`src/rtl/sub_16_serial_pkg.sv`:
```
// Shared constants for the bit-serial subtractor: FSM encodings, default width
// and the bit-counter width helper.
package sub_16_serial_pkg;

   localparam int SUB16_WIDTH_DEF = 16;

   typedef enum logic [1:0] {
      SUB16_IDLE = 2'd0,
      SUB16_RUN  = 2'd1,
      SUB16_DONE = 2'd2
   } state_t;

   // A 2-bit operand still needs a 1-bit counter.
   function automatic int cnt_width(input int w);
      return (w <= 2) ? 1 : $clog2(w);
   endfunction

endpackage

```
`src/rtl/sub_16_serial_fs.sv`:
```
// Single-bit full subtractor cell: d = a - b - bin, with borrow out.
module full_subtractor (
   input  logic a,
   input  logic b,
   input  logic bin,
   output logic d,
   output logic bout
);

   assign d    = a ^ b ^ bin;
   assign bout = (~a & b) | (~(a ^ b) & bin);

endmodule

```
`src/rtl/sub_16_serial.sv`:
```
// Bit-serial WIDTH-bit subtractor (out = a - b), LSB first, valid/ready on both sides.
// Optional macro SUB_16_SERIAL_SAT_EN: unsigned saturation (result forced to 0 on borrow).
//
// state      | meaning
// SUB16_IDLE | waiting for operands, in_ready=1
// SUB16_RUN  | one bit per clock through the subtractor cell
// SUB16_DONE | result held, out_valid=1 until out_ready
module sub_16_serial
   import sub_16_serial_pkg::*;
#(
   parameter int WIDTH = SUB16_WIDTH_DEF
) (
   input  logic             clk,
   input  logic             rst_n,
   input  logic             in_valid,
   output logic             in_ready,
   input  logic [WIDTH-1:0] a,
   input  logic [WIDTH-1:0] b,
   output logic             out_valid,
   input  logic             out_ready,
   output logic [WIDTH-1:0] out,
   output logic             borrow,
   output logic             zero
);

   localparam int CW = cnt_width(WIDTH);
   localparam logic [CW-1:0] CNT_LAST = CW'(WIDTH - 1);

   state_t           state, state_n;
   logic [WIDTH-1:0] a_sh, b_sh, res, res_n;
   logic [CW-1:0]    cnt;
   logic             bor, bor_n, d;

   full_subtractor u_fs (
      .a    (a_sh[0]),
      .b    (b_sh[0]),
      .bin  (bor),
      .d    (d),
      .bout (bor_n)
   );

   assign res_n = {d, res[WIDTH-1:1]};

   always_comb begin
      state_n   = state;
      in_ready  = 1'b0;
      out_valid = 1'b0;
      case (state)
         SUB16_IDLE: begin
            in_ready = 1'b1;
            if (in_valid) state_n = SUB16_RUN;
         end
         SUB16_RUN: begin
            if (cnt == CNT_LAST) state_n = SUB16_DONE;
         end
         SUB16_DONE: begin
            out_valid = 1'b1;
            if (out_ready) state_n = SUB16_IDLE;
         end
         default: state_n = SUB16_IDLE;
      endcase
   end

   always_ff @(posedge clk or negedge rst_n) begin
      if (!rst_n) begin
         state  <= SUB16_IDLE;
         a_sh   <= '0;
         b_sh   <= '0;
         res    <= '0;
         bor    <= 1'b0;
         cnt    <= '0;
         out    <= '0;
         borrow <= 1'b0;
         zero   <= 1'b0;
      end else begin
         state <= state_n;
         case (state)
            SUB16_IDLE: begin
               if (in_valid) begin
                  a_sh <= a;
                  b_sh <= b;
                  bor  <= 1'b0;
                  cnt  <= '0;
               end
            end
            SUB16_RUN: begin
               a_sh <= a_sh >> 1;
               b_sh <= b_sh >> 1;
               res  <= res_n;
               bor  <= bor_n;
               cnt  <= cnt + CW'(1);
               // Outputs are latched only on the last bit so they stay put through IDLE.
               if (cnt == CNT_LAST) begin
                  borrow <= bor_n;
`ifdef SUB_16_SERIAL_SAT_EN
                  if (bor_n) begin
                     out  <= '0;
                     zero <= 1'b1;
                  end else begin
                     out  <= res_n;
                     zero <= (res_n == '0);
                  end
`else
                  out  <= res_n;
                  zero <= (res_n == '0);
`endif
               end
            end
            default: ;
         endcase
      end
   end

endmodule

```
`config.mk`:
```
export PLATFORM = sky130hd
export DESIGN_NAME = sub_16_serial
export DESIGN_NICKNAME = d
export VERILOG_FILES = /design/src/rtl/sub_16_serial_pkg.sv /design/src/rtl/sub_16_serial_fs.sv /design/src/rtl/sub_16_serial.sv
export SDC_FILE = /design/constraint.sdc
export NUM_CORES = 1
export LEC_CHECK = 0
export CELL_PAD_IN_SITES_DETAIL_PLACEMENT = 0
export CELL_PAD_IN_SITES_GLOBAL_PLACEMENT = 1
export CORE_ASPECT_RATIO = 2
export CORE_UTILIZATION = 41
export DETAILED_ROUTE_END_ITERATION = 7
export MAX_ROUTING_LAYER = met4
export PLACE_DENSITY_LB_ADDON = 0.1
export SETUP_SLACK_MARGIN = 0.1
export SYNTH_ARGS = -nofsm -noshare
export SYNTH_HDL_FRONTEND = slang
export SYNTH_SLANG_ARGS = --single-unit
```
`constraint.sdc`:
```
create_clock -name clk -period 1.8 [get_ports clk]
set_input_delay 0.27 -clock clk [delete_from_list [all_inputs] [get_ports clk]]
set_output_delay 0.27 -clock clk [all_outputs]
set_load 0.1 [all_outputs]
```
After elaboration in Yosys (flattened, before gate mapping)
Index checks and enable logic that the tools add are counted.
Widths: inputs -> output; s select.
{ "op_classes": {"add_sub_neg": 1, "mul": 0, "div": 0, "magnitude_cmp": 0, "n_eq_ne": 6, "shifts": 0, "mux": 14, "bitwise": 7, "reduce_logical": 6} }
{ "op_table": {"columns": ["op", "count"], "rows": [
  ["$pmux 16 s2", 2],
  ["$mux 16", 2],
  ["$logic_not 16->1", 1],
  ["$pmux 4 s2", 1],
  ["$mux 2", 3],
  ["$ne 2x2->1 const B", 3],
  ["$pmux 2 s3", 1],
  ["$add 4x1->4 const B", 1],
  ["$eq 4x4->1 const B", 1],
  ["$mux 4", 1],
  ["$reduce_and 2->1", 2],
  ["$mux 1", 3],
  ["$reduce_and 3->1", 1],
  ["$and 1x1->1", 2],
  ["$eq 2x1->1 const B", 1],
  ["$eq 2x2->1 const B", 1],
  ["$logic_not 2->1", 1],
  ["$not 1->1", 2],
  ["$pmux 1 s2", 1],
  ["$reduce_bool 2->1", 1],
  ["$xor 1x1->1", 2],
  ["$or 1x1->1", 1]
]} }
{ "totals": {"reg_bits": 73, "latchBits": 0, "ramBits": 0, "rom_bits": 0, "input_bits": 36, "output_inout_bits": 20, "elab_cells": 43, "mem_count": 0} }

Logic depth before layout (Yosys ltp)
{ "depth": {"depth_word": 5, "mapped_depth": 6, "ltp_nobuf": 5} }

Modules after synthesis
From an unflattened synthesis, not the netlist that was laid out.
{ "unflattened": {"hier_cells": 258, "hier_area_um2": 3094.2} }
{ "by_module_without_submodules": {"columns": ["module", "n_inst", "cells_each", "area_per_inst_um2", "seq_area_each_um2"], "rows": [
  ["sub_16_serial", 1, 254, 3062.9, 1801.7],
  ["full_subtractor", 1, 4, 31.3, 0.0]
]} }

Worst setup path after synthesis
Ideal clock, no wire load.
{ "synth_path": {"path_type": "register to output", "start": "reg state[0]", "end": "out in_ready", "arrival_time_ns": 1.995, "setup_slack_ns": -0.465, "stages_incl_launch_ff": 4, "path_buffers": 2, "path_cell_list": "dfrtp_1 -> buf_4 -> clkbuf_1 -> nor2_1"} }
{ "synth_between": {"elab_chain_cells": 2} }
{ "synth_rtl": {"columns": ["element", "line", "source"], "rows": [
  ["start: declaration", "sub_16_serial.sv:29", "state_t state, state_n;"],
  ["start signal: assignment", "sub_16_serial.sv:76", "state <= state_n;"],
  ["$logic_not 2->1", "sub_16_serial.sv:48", "case (state)"],
  ["$mux 1", "sub_16_serial.sv:48", null],
  ["end: declaration", "sub_16_serial.sv:16", "output logic in_ready,"]
]} }
No other way between the ends.

Worst setup path in the final report
Same ends and word-level chain as after synthesis.

==> impl_results.md <==
- Leading area contributor after synthesis: dfrtp_1
- Share of layout cells above drive strength 1: 0.2011
- Worst reg-to-reg path cell count: 6
- Critical path class: reg2out
- Origin of the critical flop-to-flop path: b_sh[0]
- Area contributors post-synth: dfrtp_1, nand2_1, a22oi_1, o21ai_0, mux2_4
- Sink Count: 72
- Crit. End Element: output pin
- Hold WC Path Type: reg2reg
- Min-delay src: b_sh[4]
- Final nets: approximately 390
- Final Hold Viols: 0
- Cell variety after synth: 33
- Relative slew slack: 0.4798
- DRT iter0 DRCs: 182
- Count leader, synth: nand2_1
- Final std cells w/o fill: 452
- Max Buffers Root-to-Sink: 2
- Chip width: between 60 and 70 µm
- Clk_lat worst skew: 330 ps
- Crit path max fanout: 26
- CTS tree: done
- R2R setup slack: 180 ps
- Initial antenna violation count: 0
- Max Slew Vio Count: 0
- Die Span Y: 126.2 µm
- Drt via density: 5.164
- Initial Utilization: 0.4191
- Post-synth ARST share: 1.000
- Placed cell count: 433
- Area grow syn2layout: 34.59%
- Pre-CTS setup slack: 155.2 ps
- Port Buffers: 55
- Largest net degree at the start of global routing: 73
- Reg2Reg Capture Point: zero
- Synth top cells by count: nand2_1, dfrtp_1, o21ai_0
- Unrepaired setup endpoints after global routing: true
- Sequential cell area fraction in the yosys report: 0.5698
- Status: complete, no violations
- Yosys warns: 0
- Clock skew: 5.256 ps
- GP Congestion: about 0.74
- Min-Delay Endpoint: b_sh[4]
- Max Cap Viol: 0
- Cell area after synthesis: 0.003162 mm²
- Fin Setup TNS: 0 ps
- Cell Pwr Density: 1986 mW/mm²
- Final setup vio count: 0
- Worst hold path depth: 2
- Setup ws final: 158.9 ps
- CTS buffer count: 9
- Post-Synthesis Net Count: 332
- Antenna viol nets, final: 0
- Drt wl/cell: 15.12 µm
- Worst-margin pin slew: about 800 ps
- CP arrival: 1370 ps
- H-tree lvl count: 3
- CTS root buf: clkbuf_16
- Antenna diode count: 0
- Required @ worst endpoint: 1530 ps
- Leak Pwr: approximately 1.9 nW
- Fin crit share: 0.9117
- Vias in the first global route: 2367
- GRT Residual Overflow: 0
- Dpl hpwl: 4.460 mm
- Core box area: 0.007545 mm²
- Number of synthesized flops with an enable pin: 0
- Routed WL: 6.834 mm
- Max Clock Freq: 609.3 MHz
- Post-synth top area share: 0.5698
- Avg Cell Area, Syn: 10.75 µm²
- Vias: 2334
- Layout Utilization: 0.5640
- Cells after Synth: a little under 300
- GRT Overall Usage: 0.1970
- First-pass GRT wire length: 11.72 mm
- Max IR drop VDD: 770.2 µV
- Row count: 45
- Worst Setup SP: state[0]
- IO Count: 56
- Primary FF master, synth: dfrtp_1
- Startpoint Class: flop
- DIE AREA: 0.008088 mm²
- Crit path time final: 1641 ps
- Clk pin slew, worst setup/hold paths: 60 ps
- Yosys reg bits: 72
- Drt first pass iters: 4
- DRC viols: 0
## critical path, stage by stage (launching register included)
cell and delay [ps]:
dfrtp_1 410, buf_4 240, nor2_2 180, buf_12 190
## kinds of logic after synthesis
logic type / Yosys count / share of synthesized area
compound gates: 81 / 0.1615
fa+ha+maj: 2 / 0.01029
buf+inv: 25 / 0.04669
flops: 72 / 0.5698
mux: 18 / 0.07400
simple gates: 96 / 0.1377
## worst max-delay path by stage
stage	end	slack (ps)	depth (start not counted)
after floorplan	in_ready	-10	3
after global placement	out[12]	200	4
after detailed placement	zero	160	6
after CTS	zero	150	6
after global routing	zero	80	6
final	in_ready	160	3
## per-layer routing
metal	GRT usage	part of all wire	wire length, µm
met1	0.2300	0.43	2932
met2	0.3198	0.52	3520
met3	0.03170	0.033	225
met4	0.1059	0.023	156
met5	-	0	0
## cell usage in the layout, fill, tap and decap left out, types with 2 or more instances in the layout
| cell | instances |
|---|---|
| a21oi_1 | 6 |
| a22oi_1 | 30 |
| buf_12 | 17 |
| buf_4 | 17 |
| clkbuf_16 | 9 |
| clkbuf_8 | 2 |
| clkdlybuf4s50_1 | 34 |
| clkinv_2 | 2 |
| dfrtp_1 | 72 |
| inv_1 | 4 |
| mux2_2 | 7 |
| mux2_4 | 9 |
| mux2i_1 | 2 |
| nand2_1 | 74 |
| nor2_1 | 2 |
| nor2b_1 | 8 |
| nor4_1 | 3 |
| o21ai_0 | 34 |
| o21ai_1 | 3 |
| o31ai_1 | 2 |
## state kept, by name (all words and copies together) (netlist names)
name / flops
a_sh: 16
b_sh: 16
out: 16
res: 15
cnt: 4
state: 2
bor: 1
borrow: 1
zero: 1
## where the power goes
group | switching [W] | internal [W] | leakage [nW] | total [W]
clock network | 0.000647 | 0.000995 | 0.134 | 0.00164
registers | 0.000540 | 0.00228 | 0.933 | 0.00282
logic | 0.00251 | 0.00148 | 0.833 | 0.00399
## cell type report
type                       count  area, µm²
timing repair buffer          70      823.3
clock inverter                 3      17.52
fill                         693       3289
sequential                    72       1802
inverter                       4      15.01
multi-input combinational    197       1224
tap                           94      117.6
clock buffer                  12      256.5
## what timing repair did
action                                  CTS  global route
hold buffers                              1             0
gates resized for setup                   0             1
setup buffers                             0             3
endpoints found under the setup margin    0             8
hold endpoints to repair                 72             0
## metrics by stage
step / instance area, µm² / total power (W) / hold slack, ps
floorplan: 3167 / 0.005532 / -25.59
global placement: 3918 / 0.006743 / 331.3
detailed placement: 3918 / 0.006820 / 331.4
CTS: 4202 / 0.008487 / 485.4
global route: 4255 / 0.008998 / 513.1
finish: 4255 / 0.008450 / 480.6
Note: power is estimated with default switching activity, not from simulation.
